**src/rtl/button_ctrl_if.sv**
```systemverilog
// button_ctrl_if: board-pin and processor-side signals of the button block.
// The master side drives raw buttons and the read strobe.
interface button_ctrl_if;
  logic [3:0] btn_raw;
  logic       rd_en;
  logic [2:0] button_code;
  logic [3:0] btn_level;
  logic [3:0] press_pulse;

  modport master (
    output btn_raw,
    output rd_en,
    input  button_code,
    input  btn_level,
    input  press_pulse
  );

  modport slave (
    input  btn_raw,
    input  rd_en,
    output button_code,
    output btn_level,
    output press_pulse
  );
endinterface

```
**src/rtl/button_ctrl.sv**
```systemverilog
// button_ctrl: synchronized, debounced, priority-encoded push buttons.
// Define BUTTON_LATCH_EN for a sticky button_code cleared by rd_en.
module button_ctrl #(
  parameter int DEBOUNCE_CYCLES = 250000,
  parameter int CNT_W           = 18
) (
  input logic          clock,
  input logic          reset,
  button_ctrl_if.slave bus
);

  typedef enum logic [1:0] {
    IDLE,
    ARM_ON,
    HELD,
    ARM_OFF
  } state_t;

  localparam logic [CNT_W-1:0] LAST =
    CNT_W'(DEBOUNCE_CYCLES - 1);

  logic [3:0]       meta;
  logic [3:0]       s;
  state_t           state   [4];
  state_t           state_d [4];
  logic [CNT_W-1:0] cnt     [4];
  logic [CNT_W-1:0] cnt_d   [4];
  logic [3:0]       level;
  logic [3:0]       level_d;
  logic [3:0]       pulse;
  logic [3:0]       pulse_d;
  logic [2:0]       code;
  logic [2:0]       code_d;

  // U > R > D > L
  function automatic logic [2:0] encode(
    input logic [3:0] b
  );
    if (b[0]) return 3'd1;
    if (b[1]) return 3'd2;
    if (b[2]) return 3'd3;
    if (b[3]) return 3'd4;
    return 3'd0;
  endfunction

  always_ff @(posedge clock) begin
    if (reset) begin
      meta  <= '0;
      s     <= '0;
      level <= '0;
      pulse <= '0;
      code  <= '0;
      for (int i = 0; i < 4; i++) begin
        state[i] <= IDLE;
        cnt[i]   <= '0;
      end
    end else begin
      meta  <= bus.btn_raw;
      s     <= meta;
      level <= level_d;
      pulse <= pulse_d;
      code  <= code_d;
      for (int i = 0; i < 4; i++) begin
        state[i] <= state_d[i];
        cnt[i]   <= cnt_d[i];
      end
    end
  end

  // Counter is cleared on every bounce and every accepted edge.
  always_comb begin
    for (int i = 0; i < 4; i++) begin
      state_d[i] = state[i];
      cnt_d[i]   = '0;
      unique case (state[i])
        IDLE: begin
          if (s[i]) state_d[i] = ARM_ON;
        end
        ARM_ON: begin
          if (!s[i])
            state_d[i] = IDLE;
          else if (cnt[i] == LAST)
            state_d[i] = HELD;
          else
            cnt_d[i] = cnt[i] + CNT_W'(1);
        end
        HELD: begin
          if (!s[i]) state_d[i] = ARM_OFF;
        end
        ARM_OFF: begin
          if (s[i])
            state_d[i] = HELD;
          else if (cnt[i] == LAST)
            state_d[i] = IDLE;
          else
            cnt_d[i] = cnt[i] + CNT_W'(1);
        end
        default: state_d[i] = IDLE;
      endcase
    end
  end

  always_comb begin
    for (int i = 0; i < 4; i++) begin
      level_d[i] = (state_d[i] == HELD) ||
                   (state_d[i] == ARM_OFF);
      pulse_d[i] = (state[i] == ARM_ON) &&
                   (state_d[i] == HELD);
    end
`ifdef BUTTON_LATCH_EN
    // A read that overlaps a visible pulse keeps the fresh code.
    code_d = code;
    if (|pulse_d)
      code_d = encode(pulse_d);
    else if (bus.rd_en && !(|pulse))
      code_d = '0;
`else
    code_d = encode(level_d);
`endif
  end

  assign bus.btn_level   = level;
  assign bus.press_pulse = pulse;
  assign bus.button_code = code;

endmodule

```
**src/flat_wrapper.sv**
```systemverilog
// flat-port wrapper written by rule: the top's interface ports become plain ports
module button_ctrl_flat 
#(
  parameter int DEBOUNCE_CYCLES = 250000,
  parameter int CNT_W           = 18
)
  (clock, reset, bus_btn_raw, bus_rd_en, bus_button_code, bus_btn_level, bus_press_pulse);
  button_ctrl_if bus_i ();
  input logic clock;
  input logic reset;
  input wire logic [$bits(bus_i.btn_raw)-1:0] bus_btn_raw;
  input wire logic [$bits(bus_i.rd_en)-1:0] bus_rd_en;
  output wire logic [$bits(bus_i.button_code)-1:0] bus_button_code;
  output wire logic [$bits(bus_i.btn_level)-1:0] bus_btn_level;
  output wire logic [$bits(bus_i.press_pulse)-1:0] bus_press_pulse;
  assign bus_i.btn_raw = bus_btn_raw;
  assign bus_i.rd_en = bus_rd_en;
  assign bus_button_code = bus_i.button_code;
  assign bus_btn_level = bus_i.btn_level;
  assign bus_press_pulse = bus_i.press_pulse;
  button_ctrl #(.DEBOUNCE_CYCLES(DEBOUNCE_CYCLES), .CNT_W(CNT_W)) u_core (.clock(clock), .reset(reset), .bus(bus_i));
endmodule
```
**config.mk**
```make
export PLATFORM = sky130hd
export DESIGN_NAME = button_ctrl_flat
export DESIGN_NICKNAME = d
export VERILOG_FILES = /design/src/rtl/button_ctrl_if.sv /design/src/rtl/button_ctrl.sv /design/src/flat_wrapper.sv
export SDC_FILE = /design/constraint.sdc
export NUM_CORES = 1
export LEC_CHECK = 0
export ABC_CLOCK_PERIOD_IN_PS = 5400
export CAP_MARGIN = 30
export CORE_MARGIN = 4
export CORE_UTILIZATION = 31
export CTS_CLUSTER_DIAMETER = 40
export DETAILED_ROUTE_END_ITERATION = 10
export HOLD_SLACK_MARGIN = 0.02
export PLACE_DENSITY = 0.46
export SYNTH_ARGS = -nofsm -noshare
export SYNTH_HDL_FRONTEND = slang
export SYNTH_SLANG_ARGS = --single-unit
```
**constraint.sdc**
```tcl
create_clock -name clock -period 5.4 [get_ports clock]
set_clock_uncertainty 0.15 [all_clocks]
set_input_delay 1.08 -clock clock [delete_from_list [all_inputs] [get_ports clock]]
set_output_delay 1.08 -clock clock [all_outputs]
set_load 0.01 [all_outputs]
```
Yosys cells after proc, flatten, opt, wreduce, memory -nomap -nowiden
Memory sizes are Yosys's and may differ from the RTL's. Cells that the tools add are included.

Bits in registers: 19. RAM bits: 80. Input bits: 7. Output and inout port bits: 11. Logic and storage cells: 128. Memories: 2.

$add $sub $neg: 4. Equality and inequality tests: 24. Muxes and demuxes: 73. Bitwise gates (word level): 8. Reduce and logical (&&, ||, !) cells: 12.

Memories: u_core.cnt (words 4, width 18, read ports 4, clocked after Yosys merged registers in 0, wr ports 4, line button_ctrl.sv:26) `logic [CNT_W-1:0] cnt [4];`; u_core.state (words 4, width 2, read ports 4, clocked after Yosys merged registers in 0, wr ports 4, line button_ctrl.sv:24) `state_t state [4];`.

Operators with widths (number): $mux 18 (16); $pmux 18 s2 (4); $add 18x1->18 const B (4); $eq 18x18->1 const B (4); $mux 2 (28); $eq 2x2->1 const B (16); $pmux 2 s4 (4); $mux 3 (8); $mux 1 (13); $eq 2x1->1 const B (4); $logic_not 2->1 (4); $or 1x1->1 (8); $logic_and 1x1->1 (4); $logic_or 1x1->1 (4).

Logic depth before layout (Yosys ltp)
Depth after elaboration: 17. Gate-level depth with buffers: 7. Mapped depth without buffers: 6.

Worst setup path after synthesis
Ideal clock, no wire load.

Kind: input to register. Start point: input reset. End point: memory u_core.cnt[3][10]. Library setup time: 0.128 ns. Data arrival time: 1.949 ns. Data required time: 5.122 ns. Slack: 3.173 ns. Stages on the path: 7. Path buffers: 3. Cells stage by stage: buf_6 > nor2_1 > nand2_1 > a21o_1 > clkbuf_1 > clkbuf_1 > nor2_1.

RTL lines: start: declaration (line flat_wrapper.sv:10) `input logic reset;`; end: declaration (line button_ctrl.sv:26).

==> flow_summary.ini <==
[clocking]
clk_latency_ps = 340
cts.sinks = 99
postCtsHoldBufs = 0
clockRootBuffer = clkbuf_16
cts_max_level = 3
postCtsSetupBuffers = 0
numCtsBuffers = 9
cts_tree = yes
clk_pin_slew_ps = 60
cts.path.max_buffers = 2
cts_resized = 0

[timing]
period_share = 0.485
final_hold_viol_count = 0
max_clock_freq_mhz = 382
worst_slew_pin_slew_ps = 724
slew_headroom = 0.516
finalWorstSetupSlack_ps = 2780
fin_setup_tns_ps = 0
slew_violations = 0
rsz0062_at_grt = no
timing.hold.ws_ps = 288
period_needed_ps = 2620
finalSetupViolCount = 0

[final_layout]
diodes = 0
fin_cells = 627
multi_input_area_sq_mm = 0.00195
drive_gt1_frac = 0.0484
layout.nets = 463
fillers = 1321
register_area_sq_mm = 0.00198
syn_to_final_growth_pct = 14.4

[yosys]
synthCells = 434
synth_top_area_share = 0.494
synth-seq-cells = 99
synth_area_leader_cell = dfxtp_1
synth_edf_count = 0
synth_warnings = 0
syn_area_sq_mm = 0.00401
syn_area_per_cell_sq_um = 9.24
async_flop_share = 0
synth.most_common_cell = dfxtp_1
synthesis.nets = 445
ys_seq_area_frac = 0.494
synth_common_cells = 99 x dfxtp_1, 97 x nor2_1, 38 x xor2_1, 30 x xnor2_1, 27 x nand2_1
ys_top_cells_by_area = dfxtp_1 49%, nor2_1 9.1%, xor2_1 8.3%
synth_flop_cell = dfxtp_1
synth_cell_types = 44

[power]
p_leak_nw = 1.46
cellPowerDensity_mw_per_mm2 = 287
vdd_ir_drop_max_mv = 0.174

[die]
dieArea_sq_mm = 0.0148
num_rows = 41
initial_utilization = 0.318
die_w_um = 122
dieHeight_um = 122
ios = 18
core_sq_mm = 0.0126

[global_route]
grt_max_degree = 28
grt_pass1_wl_um = 12900
track_usage = 0.109
antenna_found_initial = 0
grt_pass1_vias = 2852
grt_remaining_overflow = 0

[run]
drv_cap = 0

[outcome]
status = finished clean

[detailed_routing]
postRouteAntennaNets = 0
route.detailed.drc = 0
vias = 2831
initialDrtViolationCount = 127
drt-total-wl_um = 7230
vias_per_cell = 4.52
dr.pass1.iters = 5
wire_per_inst_um = 11.5

[worst_setup_path]
start_kind = input port
regToRegSetupSlack_ps = 3100
end_kind = flop
cp.required_ps = 5510
arrival_ps = 2740
critical_path_class = input port to flop
path_max_fanout = 27

[placed_design]
gp_congestion = 0.778
hpwl_um = 5020
post-place-ws_ps = 2400
place_inst = 613
io_buffers = 16

[min_path]
hold_path.class = flop to flop
==> path summary, 6_finish.rpt <==
path | from | end | cells after the start
worst min-delay path | u_core.meta[0] | u_core.s[0] | 1
worst max register to register | u_core.cnt[2][0] | u_core.cnt[2][16] | 6
worst max-delay path | reset | u_core.cnt[2][16] | 5
worst min register to register | u_core.meta[0] | u_core.s[0] | 1
==> through the flow <==
stage,util,total power [mW],area (sq um)
floorplan,-,0.760,4010
global placement,0.344,0.765,4340
detailed placement,0.344,0.766,4340
CTS,0.364,1.34,4590
global route,0.364,1.37,4590
finish,0.364,1.31,4590
==> layout make-up <==
class                   instances  area share
inverters                       7     0.00573
flip-flops and latches         99       0.432
multi-input cells             318       0.424
clock buffers                  11      0.0507
repair buffers                 17      0.0365
clock inverters                 3     0.00382
well taps                     172      0.0469
==> per-layer routing <==
layer  wire length [um]  global-route usage  share of wire
met1               3590               0.132           0.50
met2               3200               0.173           0.44
met3                280              0.0362          0.039
met4                153              0.0525          0.021
met5                  0                   0              0
==> layout by cell type (no fill, tap or decap), types with 2 or more instances in the layout <==
cell type and n:
ha_1 4, inv_1 7, xnor2_1 30, nor4b_1 4
nor2_1 97, nor2b_1 8, dfxtp_1 99, or3_1 2
clkinv_2 2, a21oi_1 3, nand2_1 27, nor3_1 6
or4b_1 2, nand4_1 20, nand3_1 25, nand4bb_1 3
clkdlybuf4s50_1 16, clkbuf_1 2, nor4_2 2, and3_1 10
nor4_1 3, xor2_1 38, clkbuf_16 9, and2_1 3
nand2b_1 2, or4_1 3, and4_1 8, a21o_1 2
==> report_power, final <==
part	internal, mW	switching [mW]	total, mW	leakage [nW]
clock	0.306	0.260	0.566	0.121
combinational	0.00722	0.00558	0.0128	0.544
sequential	0.734	0.00228	0.736	0.799
==> critical path: stages <==
cell             delay, ps
clkdlybuf4s50_1        390
buf_4                  220
nand2b_1               180
nand3b_1               580
nor2_1                 260
==> kinds of logic after synthesis <==
logic type                 count (synthesis)  synth area share
DFF                                       99             0.494
xor gates and xnor gates                  68             0.149
and+or+nand+nor                          233             0.298
AOI/OAI and AO/OA                         10            0.0175
buffers and inverters                     17            0.0200
muxes                                      3           0.00967
adders and majority gates                  4            0.0125
==> flip-flops by register name, indices dropped and copies added, names as in the netlist <==
name,cells
u_core.state,8
u_core.bus.press_pulse,4
u_core.cnt,72
u_core.s,4
u_core.bus.btn_level,4
u_core.bus.button_code,3
u_core.meta,4
Power figures use the tool's default switching activity.
